==> src/rtl/uart_mmio_bridge.sv <==
`default_nettype none
// ============================================================================
// Module      : uart_mmio_bridge
// Description : MMIO front end for a full-duplex UART: TX request FSM,
//               RX byte FIFO and a status register with sticky error flags.
// Revision    : 1.0 - initial release
// ============================================================================
module uart_mmio_bridge #(
  parameter int FIFO_DEPTH = 4,
  parameter int CNT_W      = $clog2(FIFO_DEPTH) + 1
) (
  input  logic        clk,
  input  logic        rst,
  input  logic        sel,
  input  logic        we,
  input  logic        re,
  input  logic [3:0]  addr,
  input  logic [31:0] wdata,
  output logic [31:0] rdata,
  output logic        tx_send,
  output logic [7:0]  tx_data,
  input  logic        tx_busy_in,
  input  logic        rx_valid_in,
  input  logic [7:0]  rx_data_in,
  input  logic        rx_parity_err_in,
  output logic        rx_clr,
  output logic        irq_rx
);

  localparam int c_ptr_w = $clog2(FIFO_DEPTH);
  localparam logic [c_ptr_w-1:0] c_ptr_one = c_ptr_w'(1);
  localparam logic [CNT_W-1:0]   c_cnt_one = CNT_W'(1);
  localparam logic [CNT_W-1:0]   c_cnt_full = CNT_W'(FIFO_DEPTH);

  localparam logic [1:0] c_idle      = 2'd0;
  localparam logic [1:0] c_start     = 2'd1;
  localparam logic [1:0] c_wait_busy = 2'd2;
  localparam logic [1:0] c_wait_done = 2'd3;

  logic [1:0]         r_state;
  logic [7:0]         r_tx_data;
  logic               r_tx_drop;
  logic               r_parity_err;
  logic               r_rx_overrun;
  logic               r_rx_clr;
  logic [7:0]         r_mem [FIFO_DEPTH];
  logic [c_ptr_w-1:0] r_wr_ptr;
  logic [c_ptr_w-1:0] r_rd_ptr;
  logic [CNT_W-1:0]   r_cnt;

  logic w_tx_wr, w_st_wr, w_rx_rd;
  logic w_empty, w_full, w_pop, w_push;
  logic w_ovr_set, w_par_set, w_drop_set;
  logic w_unused;

  assign w_tx_wr = sel & we & (addr == 4'h0);
  assign w_st_wr = sel & we & (addr == 4'h8);
  assign w_rx_rd = sel & re & (addr == 4'h4);

  assign w_empty = (r_cnt == '0);
  assign w_full  = (r_cnt == c_cnt_full);
  assign w_pop   = w_rx_rd & ~w_empty;
  // A pop in the same cycle frees a slot, so a push into a full FIFO still lands.
  assign w_push  = rx_valid_in & (~w_full | w_pop);

  assign w_ovr_set  = rx_valid_in & w_full & ~w_pop;
  assign w_par_set  = rx_valid_in & rx_parity_err_in;
  assign w_drop_set = w_tx_wr & (r_state != c_idle);

  assign w_unused = &{1'b0, wdata[31:8]};

  always_ff @(posedge clk) begin
    if (rst) begin
      r_state   <= c_idle;
      r_tx_data <= 8'h00;
    end else begin
      case (r_state)
        c_idle: begin
          if (w_tx_wr) begin
            r_tx_data <= wdata[7:0];
            r_state   <= c_start;
          end
        end
        c_start:     r_state <= c_wait_busy;
        c_wait_busy: if (tx_busy_in) r_state <= c_wait_done;
        c_wait_done: if (!tx_busy_in) r_state <= c_idle;
        default:     r_state <= c_idle;
      endcase
    end
  end

  // Sticky flags: a set event wins over a simultaneous write-1-to-clear.
  always_ff @(posedge clk) begin
    if (rst) begin
      r_tx_drop    <= 1'b0;
      r_parity_err <= 1'b0;
      r_rx_overrun <= 1'b0;
      r_rx_clr     <= 1'b0;
    end else begin
      r_tx_drop    <= w_drop_set | (r_tx_drop    & ~(w_st_wr & wdata[4]));
      r_parity_err <= w_par_set  | (r_parity_err & ~(w_st_wr & wdata[3]));
      r_rx_overrun <= w_ovr_set  | (r_rx_overrun & ~(w_st_wr & wdata[2]));
      r_rx_clr     <= rx_valid_in;
    end
  end

  always_ff @(posedge clk) begin
    if (w_push) begin
      r_mem[r_wr_ptr] <= rx_data_in;
    end
  end

  always_ff @(posedge clk) begin
    if (rst) begin
      r_wr_ptr <= '0;
      r_rd_ptr <= '0;
      r_cnt    <= '0;
    end else begin
      if (w_push) r_wr_ptr <= r_wr_ptr + c_ptr_one;
      if (w_pop)  r_rd_ptr <= r_rd_ptr + c_ptr_one;
      case ({w_push, w_pop})
        2'b10:   r_cnt <= r_cnt + c_cnt_one;
        2'b01:   r_cnt <= r_cnt - c_cnt_one;
        default: r_cnt <= r_cnt;
      endcase
    end
  end

  always_comb begin
    rdata = 32'h0;
    if (sel) begin
      case (addr)
        4'h0: rdata[7:0] = r_tx_data;
        4'h4: if (!w_empty) rdata[7:0] = r_mem[r_rd_ptr];
        4'h8: begin
          rdata[8 +: CNT_W] = r_cnt;
          rdata[4]          = r_tx_drop;
          rdata[3]          = r_parity_err;
          rdata[2]          = r_rx_overrun;
          rdata[1]          = (r_state != c_idle);
          rdata[0]          = ~w_empty;
        end
        default: rdata = 32'h0;
      endcase
    end
  end

  assign tx_send = (r_state == c_start);
  assign tx_data = r_tx_data;
  assign rx_clr  = r_rx_clr;
  assign irq_rx  = ~w_empty;

endmodule
`default_nettype wire
==> config.mk <==
export PLATFORM = sky130hd
export DESIGN_NAME = uart_mmio_bridge
export DESIGN_NICKNAME = d
export VERILOG_FILES = /design/src/rtl/uart_mmio_bridge.sv
export SDC_FILE = /design/constraint.sdc
export NUM_CORES = 1
export LEC_CHECK = 0
export BUFFER_PORTS_ARGS = -buffer_cell sky130_fd_sc_hd__buf_2
export CAP_MARGIN = 40
export CORE_MARGIN = 3
export CORE_UTILIZATION = 54
export DETAILED_ROUTE_END_ITERATION = 6
export PLACE_DENSITY = 0.87
export SLEW_MARGIN = 20
export SYNTH_ARGS = -nofsm -noshare
export SYNTH_HDL_FRONTEND = slang
export SYNTH_SLANG_ARGS = --single-unit
==> constraint.sdc <==
create_clock -name clk -period 6 [get_ports clk]
set_input_delay 0.9 -clock clk [delete_from_list [all_inputs] [get_ports clk]]
set_output_delay 0.9 -clock clk [all_outputs]
set_load 0.02 [all_outputs]
# Yosys cells after proc, flatten, opt, wreduce, memory -nomap -nowiden

Memory sizes are Yosys's and may differ from the RTL's. A register that Yosys moved wholly into a read port is not among the register bits.
Cells that the tools add are included.
Widths: inputs -> output; s select.

Mux-type cells: 14
Eq/ne operators: 11
Bitwise logic cells: 27
$add $sub $neg: 4
Reductions and logical operators: 7

Operator list:

| operator            | count |
|---|---|
| $and 1x1->1         | 17 |
| $pmux 5 s3          | 1 |
| $pmux 3 s2          | 2 |
| $mux 11             | 1 |
| $mux 2              | 5 |
| $mux 8              | 1 |
| $pmux 2 s4          | 1 |
| $eq 2x2->1 const B  | 3 |
| $ne 2x2->1 const B  | 3 |
| $not 1->1           | 6 |
| $add 2x1->2 const B | 2 |
| $eq 2x1->1 const B  | 2 |
| $eq 4x3->1 const B  | 1 |
| $eq 4x4->1 const B  | 1 |
| $logic_not 4->1     | 1 |
| $or 1x1->1          | 4 |
| $reduce_bool 2->1   | 2 |
| $add 3x1->3 const B | 1 |
| $eq 3x3->1 const B  | 1 |
| $logic_not 3->1     | 1 |
| $mux 3              | 1 |
| $reduce_and 3->1    | 1 |
| $sub 3x1->3 const B | 1 |
| $logic_not 2->1     | 1 |
| 2 further kinds     | 3 |

Bits of input ports: 52
Logic and storage cells: 73
Flip-flop bits (word level): 21
Memory bits (writable): 32
Memories kept: 1
Output and inout bits: 43

Memories:

| memory | depth | width | read ports | clocked after memory_dff | write ports | line | text |
|---|---|---|---|---|---|---|---|
| r_mem  | 4     | 8     | 1          | 1                        | 1           | 46   | `logic [7:0] r_mem [FIFO_DEPTH];` |

# Depth between registers and ports, before layout

Word-level depth: 7
Depth in mapped cells: 10
Mapped depth without buffers: 8

# Worst setup path before layout

OpenSTA, ideal clock, no wires.

Kind: input-to-reg
Start point: input addr[3]
End point: register r_cnt[1]
Stages: 10
Buffers on the path: 2
Arrival time: 3.145 ns
Slack: 2.768 ns
Data required time: 5.913 ns
Path through: buf_6 -> or4b_1 -> buf_4 -> nor3_2 -> nand2_1 -> fa_1 -> or2_2 -> a31oi_1 -> nor4_1 -> nor4b_2

Cells in the longest elaborated chain, start to end: 7
Elaborated cells on any way between the ends: 9
Those cells by class: eq/ne (3); mux (1); bitwise (4); reduce/logical (1)

RTL lines:

| what                                                   | line | text |
|---|---|---|
| start, declared                                        | 17   | `input logic [3:0] addr,` |
| $eq 4x3->1 *                                           | 58   | `assign w_rx_rd = sel & re & (addr == 4'h4);` |
| $and 1x1->1 *                                          | 58   |  |
| $and 1x1->1 *                                          | 62   | `assign w_pop = w_rx_rd & ~w_empty;` |
| $or 1x1->1                                             | 64   | `assign w_push = rx_valid_in & (~w_full \| w_pop);` |
| $and 1x1->1                                            | 64   |  |
| $eq 2x1->1 / $eq 2x2->1 (equally long branches)        | 121  | `case ({w_push, w_pop})` |
| $pmux 3 s2 / $reduce_bool 2->1 (equally long branches) | --   |  |
| end signal, assigned                                   | 122  | `2'b10: r_cnt <= r_cnt + c_cnt_one;` |
| end signal, assigned                                   | 123  | `2'b01: r_cnt <= r_cnt - c_cnt_one;` |
| end signal, assigned                                   | 124  | `default: r_cnt <= r_cnt;` |
| end, declared                                          | 49   | `logic [CNT_W-1:0] r_cnt;` |

Mark *: on every way between the ends. The rest lies on a longest branch, timed or not.
A chain may end at the register's enable or synchronous reset.

# Worst setup path in the final report

Start point: input addr[3]
End point: output rdata[6]

Cells in the longest elaborated chain, start to end: 3
Elaborated cells on any way between the ends: 4
Those cells by class: eq/ne (1); mux (2); reduce/logical (1)

RTL lines:

| what                                                 | line | text |
|---|---|---|
| $eq 4x3->1 / $logic_not 4->1 (equally long branches) | 132  | `case (addr)` |
| $pmux 3 s2 *                                         | 132  |  |
| $mux 11 *                                            | 131  | `if (sel) begin` |
| end, declared                                        | 19   | `output logic [31:0] rdata,` |

Marked as above.

==> results.py <==
metrics = {
    "cts": {
        "cts_root_buf": "clkbuf_8",
        "clk_latency_ns": 0.31,
        "cts_tree": "yes",
        "postCtsResizedCells": 0,
        "numCtsBuffers": 5,
        "htree_levels": 2,
        "cts_buffer_depth": 2,
        "clk_pin_slew_ns": 0.11,
        "ctsHoldBuffers": 0,
        "cts_setup_buffers": 0,
        "cts.sinks": 55,
    },
    "logic_synthesis": {
        "postSynthRegisterBits": 55,
        "ys_top_cells_by_count": "32 x edfxtp_1, 30 x nor2_1, 23 x dfxtp_1",
        "synth_top_area_cell": "edfxtp_1",
        "synth_cell_types": 50,
        "ys_seq_area_share_pct": 50.8,
        "synth_area_per_cell_um2": 11.6,
        "synth.most_common_cell": "edfxtp_1",
        "async_flop_share_pct": 0,
        "syn_area_mm2": 0.00280,
        "synth_edf_count": 32,
        "synthTopCellsByArea": "edfxtp_1 34%, dfxtp_1 16%, mux4_2 6.4%",
        "synthCells": 242,
        "yosys_warnings": 0,
        "yosysTopAreaCellShare_pct": 34.3,
        "synth_flop_cell": "edfxtp_1",
    },
    "finish": {
        "final_nets": 345,
        "multiInputGateArea_mm2": 0.00120,
        "antenna_cells": 0,
        "regArea_mm2": 0.00142,
        "drive_gt1_share_pct": 26.0,
        "n_fill_cell": 384,
        "final_area_mm2": 0.00308,
        "area_growth_pct": 10.1,
    },
    "placed_design": {
        "io_buffers": 49,
        "gp_congestion": 0.821,
        "hpwl_mm": 3.77,
        "place_area_mm2": 0.00299,
    },
    "global_routing": {
        "overflow": 0,
        "antenna_found_initial": 0,
        "grt_max_degree": 27,
        "gr-usage-all-layers_pct": 17.4,
        "grt_pass1_wl_mm": 8.16,
        "grt_pass1_vias": 1699,
    },
    "setup_path": {
        "critical_path.cell_chain": "buf_2, or4b_1, nor2_2, a22oi_1, nor2b_1, buf_2",
        "rr_startpoint": "r_cnt[2]",
        "end_kind": "output pin",
        "cp.arrival_ns": 2.68,
        "critPathMaxStageDelay_ns": 0.70,
        "crit_top_cell": "buf_2",
        "critPathKind": "in -> out",
        "cp_slowest_cell": "or4b_1",
        "cp_max_fo": 19,
        "cp.required_ns": 5.10,
        "cp-start-kind": "input pin",
        "crit_start": "addr[3]",
    },
    "floorplanning": {
        "rows": 25,
        "io-pin-count": 95,
        "core_mm2": 0.00488,
        "start_util_pct": 57.4,
        "dieHeight_um": 78.0,
        "die_x_um": 78.0,
        "die_area_mm2": 0.00609,
    },
    "sta": {
        "finalCritPeriodShare_pct": 59.7,
        "fin_crit_ns": 3.58,
        "finalHoldViolCount": 0,
        "final-setup-viol-count": 0,
        "tightest_slew_ns": 0.656,
        "relSlewSlack_pct": 56.0,
        "rsz0062_at_grt": "no",
        "final_max_slew_viol_count": 0,
        "finalClockSkew_ns": 0.0117,
        "max_freq_ghz": 0.279,
        "tns_ns": 0,
    },
    "routing": {
        "post-route-drc-count": 0,
        "vias": 1890,
        "wl_per_cell_um": 14.7,
        "antenna_left": 0,
        "drt_first_pass_iters": 4,
        "routed_via_density": 5.37,
        "drtIter0Drc": 118,
        "wl_mm": 5.17,
    },
    "hold_path": {
        "hp-start": "r_tx_drop",
        "min-delay-path-class": "reg -> reg",
    },
    "power_and_ir_drop": {
        "powerDensity_mw_per_mm2": 264,
        "p_leak_nw": 1.25,
        "ir_worst_vdd_mv": 0.141,
    },
    "job": {
        "cap_viol_max_count": 0,
    },
    "run_status": {
        "status": "finished clean",
    },
}
sequential cells by signal (all words and copies together) (netlist names), named ones only:
register / cells
r_tx_drop: 1
r_mem: 32
rx_clr: 1
r_rd_ptr: 2
r_parity_err: 1
r_rx_overrun: 1
r_cnt: 3
r_state: 2
tx_data: 8
r_wr_ptr: 2
cell families after synthesis:
kind of cell	share of synthesized area [%]
fa+ha+maj	4.29
flops	50.8
xor+xnor	1.56
other cells	0.134
mux	11.1
buf+inv	8.89
simple gates	16.3
compound gates	6.97
critical path: cells and delay by family:
kind | cells | cell delay [ns]
AND/OR/NAND/NOR | 3 | 1.24
AO/OA/AOI/OAI | 1 | 0.12
buffers and inverters | 2 | 0.41
where the power goes:
part | switching [mW] | internal, mW
clock network | 0.125 | 0.0859
logic | 0.0920 | 0.0531
registers | 0.0179 | 0.438
total | 0.235 | 0.577
placed cells by master (no fill, tap or decap), drive strengths merged, types with 4 or more instances in the layout:
cell type  instances
buf               49
edfxtp            32
nor2              32
dfxtp             23
conb              21
mux2i             13
a21oi             10
inv                9
mux4               8
ha                 8
nand2              6
nand4              6
nand2b             5
clkbuf             5
and2               5
a22oi              4
nor2b              4
layout make-up:
cell class	instances	area share, %
Sequential cell	55	46.1
Multi-Input combinational cell	165	39.1
Timing Repair Buffer	49	7.96
Tap cell	67	2.72
Clock buffer	5	2.23
Inverter	8	0.974
Clock inverter	3	0.893
layer usage:
layer	share of wire, %	track usage (%)	up-vias
met4	1.3	5.42	0
met1	43	22.2	887
li1	-	-	914
met2	48	28.7	83
met3	7.5	5.16	6
met5	0	0	-
worst paths after layout:
check	to	slack, ns	cells after the start
max	rdata[6]	2.42	6
min	r_tx_drop	0.46	2
max reg2reg	r_cnt[1]	3.44	8
min reg2reg	r_tx_drop	0.46	2
through the flow:
stage               instances  hold slack [ns]  utilization (%)  total power [mW]  worst slack (ns)
finish                    352            0.462             63.2             0.812              2.42
global route              352            0.484             63.2             0.857              2.30
CTS                       352            0.463             63.2             0.819              2.46
detailed placement        344            0.448             61.2             0.610              2.41
global placement          344            0.445             61.2             0.603              2.44
floorplan                 262            0.432                -             0.577              2.77
(Power assumes the default switching activity.)
